[config.mk]
export PLATFORM = sky130hd
export DESIGN_NAME = vga_tile_engine
export DESIGN_NICKNAME = d
export VERILOG_FILES = /design/src/rtl/vga_tile_engine.sv
export SDC_FILE = /design/constraint.sdc
export NUM_CORES = 1
export LEC_CHECK = 0
export BUFFER_PORTS_ARGS = -buffer_cell sky130_fd_sc_hd__buf_2
export CORE_ASPECT_RATIO = 1.2
export CORE_MARGIN = 3
export CORE_UTILIZATION = 44
export CTS_CLUSTER_SIZE = 24
export DETAILED_ROUTE_END_ITERATION = 7
export GPL_ROUTABILITY_DRIVEN = 1
export PLACE_DENSITY = 0.64
export SLEW_MARGIN = 10
export SYNTH_ARGS = -nofsm -noshare
export SYNTH_HDL_FRONTEND = slang
export SYNTH_SLANG_ARGS = --single-unit
[constraint.sdc]
create_clock -name vgaclk -period 6.4 [get_ports vgaclk]
set_clock_uncertainty 0.2 [all_clocks]
set_input_delay 0.32 -clock vgaclk [delete_from_list [all_inputs] [get_ports vgaclk]]
set_output_delay 0.32 -clock vgaclk [all_outputs]
set_load 0.05 [all_outputs]
[src/rtl/vga_tile_engine.sv]
// vga_tile_engine
//   VGA timing generator and tile renderer. Stage 0 runs the pixel/line
//   counters and tracks the tile position incrementally, without any
//   division. Stage 1 forms the tile RAM address and the active/sync
//   flags. Stage 2 registers the colour and sync outputs, so a pixel at
//   stage-0 (hc,vc) reaches the pins exactly two pix_ce ticks later.
//
//   Optional feature: define VGA_GRID_EN to overlay a white 1-pixel grid
//   on the first column and first row of every tile.
//
// Ports
//   vgaclk      system clock
//   rst         asynchronous active-high reset
//   pix_ce      pixel-rate clock enable; nothing advances while low
//   tile_addr   tile RAM read address (row*TILES_X + col), held outside
//               the active area
//   tile_data   {R,G,B} returned by the tile RAM, one vgaclk after tile_addr
//   hc / vc     stage-0 pixel and line counters
//   frame_start high for the pix_ce period in which stage-0 sits at (0,0)
//   de          data enable, aligned with the RGB outputs
//   hsync/vsync sync outputs, asserted level given by SYNC_POL
//   red/green/blue  colour channels, COLOR_W bits each
module vga_tile_engine #(
  parameter int H_ACTIVE = 640,
  parameter int H_FP     = 16,
  parameter int H_SYNC   = 96,
  parameter int H_BP     = 48,
  parameter int V_ACTIVE = 480,
  parameter int V_FP     = 10,
  parameter int V_SYNC   = 2,
  parameter int V_BP     = 33,
  parameter bit SYNC_POL = 1'b0,
  parameter int TILE_W   = 40,
  parameter int TILE_H   = 40,
  parameter int COLOR_W  = 4,
  localparam int TILES_X = H_ACTIVE / TILE_W,
  localparam int TILES_Y = V_ACTIVE / TILE_H,
  localparam int ADDR_W  = $clog2(TILES_X * TILES_Y)
) (
  input  logic                   vgaclk,
  input  logic                   rst,
  input  logic                   pix_ce,
  output logic [ADDR_W-1:0]      tile_addr,
  input  logic [3*COLOR_W-1:0]   tile_data,
  output logic [9:0]             hc,
  output logic [9:0]             vc,
  output logic                   frame_start,
  output logic                   de,
  output logic                   hsync,
  output logic                   vsync,
  output logic [COLOR_W-1:0]     red,
  output logic [COLOR_W-1:0]     green,
  output logic [COLOR_W-1:0]     blue
);

  localparam int H_TOTAL = H_ACTIVE + H_FP + H_SYNC + H_BP;
  localparam int V_TOTAL = V_ACTIVE + V_FP + V_SYNC + V_BP;

  // Sized copies of the timing constants so every compare is 10 bits wide.
  localparam logic [9:0] HC_LAST = 10'(H_TOTAL - 1);
  localparam logic [9:0] VC_LAST = 10'(V_TOTAL - 1);
  localparam logic [9:0] H_ACT   = 10'(H_ACTIVE);
  localparam logic [9:0] V_ACT   = 10'(V_ACTIVE);
  localparam logic [9:0] HS_BEG  = 10'(H_ACTIVE + H_FP);
  localparam logic [9:0] HS_END  = 10'(H_ACTIVE + H_FP + H_SYNC - 1);
  localparam logic [9:0] VS_BEG  = 10'(V_ACTIVE + V_FP);
  localparam logic [9:0] VS_END  = 10'(V_ACTIVE + V_FP + V_SYNC - 1);
  localparam logic [9:0] TX_LAST = 10'(TILE_W - 1);
  localparam logic [9:0] TY_LAST = 10'(TILE_H - 1);
  localparam logic [15:0] ROW_STEP = 16'(TILES_X);

  // Stage-0 tile tracking state.
  logic [9:0]  tx_sub;
  logic [9:0]  tx;
  logic [9:0]  ty_sub;
  logic [15:0] row_base;

  // Cleared by reset; the first pix_ce afterwards only sets it, so stage 0
  // spends a full pix_ce period at (0,0) with frame_start raised.
  logic run;

  // Stage-1 registers.
  logic active1;
  logic hs1;
  logic vs1;
`ifdef VGA_GRID_EN
  logic grid1;
`endif

  // Stage 0: raster counters plus the incremental tile column/row tracking.
  // tx/row_base keep counting through blanking; they are only consumed
  // while the pixel is active, and both clear when their counter wraps.
  always_ff @(posedge vgaclk or posedge rst) begin
    if (rst) begin
      hc          <= '0;
      vc          <= '0;
      tx_sub      <= '0;
      tx          <= '0;
      ty_sub      <= '0;
      row_base    <= '0;
      run         <= 1'b0;
      frame_start <= 1'b0;
    end else if (pix_ce) begin
      if (!run) begin
        run         <= 1'b1;
        frame_start <= 1'b1;
      end else begin
        frame_start <= 1'b0;
        if (hc == HC_LAST) begin
          hc     <= '0;
          tx_sub <= '0;
          tx     <= '0;
          if (vc == VC_LAST) begin
            vc          <= '0;
            ty_sub      <= '0;
            row_base    <= '0;
            frame_start <= 1'b1;
          end else begin
            vc <= vc + 10'd1;
            if (ty_sub == TY_LAST) begin
              ty_sub   <= '0;
              row_base <= row_base + ROW_STEP;
            end else begin
              ty_sub <= ty_sub + 10'd1;
            end
          end
        end else begin
          hc <= hc + 10'd1;
          if (tx_sub == TX_LAST) begin
            tx_sub <= '0;
            tx     <= tx + 10'd1;
          end else begin
            tx_sub <= tx_sub + 10'd1;
          end
        end
      end
    end
  end

  // Stage 1: tile address and raster flags. Gated by run so the restart
  // tick after reset does not inject a duplicate (0,0) pixel. The address
  // only moves inside the active area so the RAM sees a stable index
  // during blanking.
  always_ff @(posedge vgaclk or posedge rst) begin
    if (rst) begin
      tile_addr <= '0;
      active1   <= 1'b0;
      hs1       <= 1'b0;
      vs1       <= 1'b0;
`ifdef VGA_GRID_EN
      grid1     <= 1'b0;
`endif
    end else if (pix_ce && run) begin
      if ((hc < H_ACT) && (vc < V_ACT)) begin
        tile_addr <= ADDR_W'(row_base + 16'(tx));
      end
      active1 <= (hc < H_ACT) && (vc < V_ACT);
      hs1     <= (hc >= HS_BEG) && (hc <= HS_END);
      vs1     <= (vc >= VS_BEG) && (vc <= VS_END);
`ifdef VGA_GRID_EN
      grid1   <= (tx_sub == 10'd0) || (ty_sub == 10'd0);
`endif
    end
  end

  // Stage 2: output registers. tile_data here belongs to the address
  // issued by stage 1 on the previous pix_ce tick.
  always_ff @(posedge vgaclk or posedge rst) begin
    if (rst) begin
      de    <= 1'b0;
      hsync <= ~SYNC_POL;
      vsync <= ~SYNC_POL;
      red   <= '0;
      green <= '0;
      blue  <= '0;
    end else if (pix_ce) begin
      de    <= active1;
      hsync <= hs1 ? SYNC_POL : ~SYNC_POL;
      vsync <= vs1 ? SYNC_POL : ~SYNC_POL;
      if (!active1) begin
        {red, green, blue} <= '0;
`ifdef VGA_GRID_EN
      end else if (grid1) begin
        {red, green, blue} <= '1;
`endif
      end else begin
        {red, green, blue} <= tile_data;
      end
    end
  end

endmodule
==> run metrics <==
top_reg_cell synth=dfrtp_1; die area=10160 um^2; top post-synthesis cells by area=dfrtp_1, o21ai_0, nand3_1; Worst Path Required=6390 ps; status=completed; Final Wtd Congestion=0.8366; width of the die=92.54 um; average size of a mapped cell=9.597 um^2; initial DRC count=146; ant diodes=0; Pleak=2.083 nW; Worst Tran Pin Value=1044 ps; first-pass GRT wire length=13.87 mm; total I/O pin count=59; CTS Root Buffer Type=clkbuf_8; setup_tns=0 ps; WHS Endpoint=green[1]; EDFF count, synth=0; data arrival time of the worst path=3230 ps; Cell Area, Synth=3954 um^2; CTS resizes=0; Post-Place Cell Area=4322 um^2; Post-Place Worst Slack=2789 ps; HP Start=tile_data[5]; Final nets=489; maximum VDD drop=0.1663 mV; largest net degree at the start of global routing=81; PnR worst setup slack=3158 ps; Worst Hold Class=input pin to flop; Mapped Nets=438; Multi-input gate area=1763 um^2; top achievable clock speed=308.5 MHz; async set-reset flop share out of synthesis=100.0%; clock buffer depth=2; critical path, cell by cell=and2_1, nand4_1, a21oi_1, mux2i_1; Synth top area share=49.37%; Slew Limit Fails=0; capture point of the worst reg-to-reg path=row_base[4]; synth-to-layout area growth=14.78%; Placeable Area=8657 um^2; Port Buf Inserts=58; Worst slew margin=30.21%; FF/Latch Area=2004 um^2; largest area contributor in the netlist=dfrtp_1; CTS Buf Count=9; #FFs+latches synth=80; non-filler instance count after layout=585; YS warnings=0; largest fanout on the critical path=30; Clock Latency Late Sink=350 ps; Starting Density=45.67%; min Tclk post-route=3242 ps; Die Ht=109.8 um; reg2reg path depth=4; post-route ant nets=0; via/cell ratio=5.421; Tot Pwr=1.169 mW; top cells by count, synth=dfrtp_1, o21ai_0, nand2_1; number of clock sinks=80; Placed Instances=568; RSZ-0062 raised after global routing=no; period utilization=50.65%; Worst Setup End Kind=flop; Crit path largest cell delay=910 ps; DRC=0; Overflow after GRT=0; final WL=8.297 mm; num rows=37; # setup viols final=0; design area=4538 um^2; clock transition at the register clock pins on the worst setup and hold paths after CTS=90 ps; initial antenna violation count=0; Buffers & Inverters on Critical Path=0; CP Launch Type=flop; r2r setup slk=3160 ps; synth unique cells=45; post-DP HPWL=5.716 mm; Critical-path top delay cell=a21oi_1; Hold Violations, Final=0; vias in the first global route=2896; Crit Path Class=flop to flop; Filler Cells Inserted=823; critical path's top delay family=simple AND/OR/NAND/NOR gates; WL per Instance=14.18 um; Worst Hold Depth=3; max_cap viols=0; count leader, synth=dfrtp_1; R2R Path Start=run; CTS tree=yes; htree depth=3; Syn Inst Count=412; share of layout cells above drive strength 1=19.23%; Power Density=257.6 nW/um^2; total track usage=17.06%; DRT Pass-1 Iters=4; via count=3171; sequential area share after synthesis=50.70%
==> how the worst max path moves through the flow <==
stage | startpoint | endpoint | slack (ps) | cells past startpoint
after floorplan | rst | active1 | 3830 | 1
after global placement | pix_ce | row_base[4] | 2940 | 5
after detailed placement | pix_ce | row_base[4] | 2790 | 5
after CTS | run | row_base[4] | 3130 | 4
after global routing | pix_ce | row_base[4] | 2810 | 5
final | run | row_base[4] | 3160 | 4
==> sequential cells by signal (all words and copies together) (netlist names) <==
name / cells
red: 4
hc: 10
active1: 1
green: 4
run: 1
tx_sub: 10
frame_start: 1
de: 1
vc: 10
hs1: 1
row_base: 4
tile_addr: 8
vsync: 1
blue: 4
hsync: 1
tx: 8
ty_sub: 10
vs1: 1
==> metrics by stage <==
step           utilization [%]  hold WS [ps]
2_1_floorplan                -         191.4
3_3_place_gp             49.92         199.4
3_5_place_dp             49.92         201.5
4_1_cts                  52.42        0.6712
5_1_grt                  52.42         12.06
6_report                 52.42         3.782
==> cells by family after synthesis <==
logic type	synth area share [%]
DFF	50.70
muxes	2.943
adders and majority gates	3.481
xor gates and xnor gates	4.430
AOI/OAI and AO/OA	12.34
and+or+nand+nor	21.39
buffers and inverters	4.715
==> power by group <==
group          switching [mW]  internal [mW]  leakage (nW)
Combinational           0.127         0.0608         0.938
Clock                   0.182          0.200         0.101
Sequential             0.0560          0.542          1.04
Total                   0.365          0.804          2.08
==> cell type report <==
class / instances / share of cell area, %
Clock inverter: 5 / 1.213
Clock buffer: 11 / 3.336
Tap cell: 117 / 3.226
Timing Repair Buffer: 60 / 6.782
Multi-Input combinational cell: 283 / 38.85
Sequential cell: 80 / 44.17
Inverter: 29 / 2.426
==> layer usage <==
layer  vias to the layer above  part of all wire [%]  global-route usage (%)
met4                         0                   1.4                   6.582
met3                        10                   5.6                   3.217
met1                      1508                    47                   22.92
met2                        81                    46                   27.48
met5                         -                     0                       0
li1                       1572                     -                       -
==> worst reg2reg max path, stage by stage (launching register included) <==
cell and delay (ps):
dfrtp_1 500, and2_1 420, nand4_1 900, a21oi_1 910
mux2i_1 160
==> timing repair <==
item | CTS | global route
setup buffers | 0 | 0
hold endpoints to repair | 1 | 0
hold buffers | 1 | 0
==> cell usage in the layout (no fill, tap or decap), types with 7 or more instances in the layout <==
cell | synthesis | layout
nor2_1 | 11 | 11
or4_1 | 7 | 7
a21oi_1 | 26 | 26
xnor2_1 | 15 | 15
or3_1 | 10 | 10
buf_2 | 1 | 58
and4_1 | 8 | 8
inv_1 | 29 | 28
nand2_1 | 39 | 39
clkbuf_8 | 0 | 11
dfrtp_1 | 78 | 78
ha_1 | 11 | 11
nand3_1 | 35 | 35
nand4_1 | 16 | 16
o21ai_0 | 44 | 44
(Power assumes the default switching activity.)
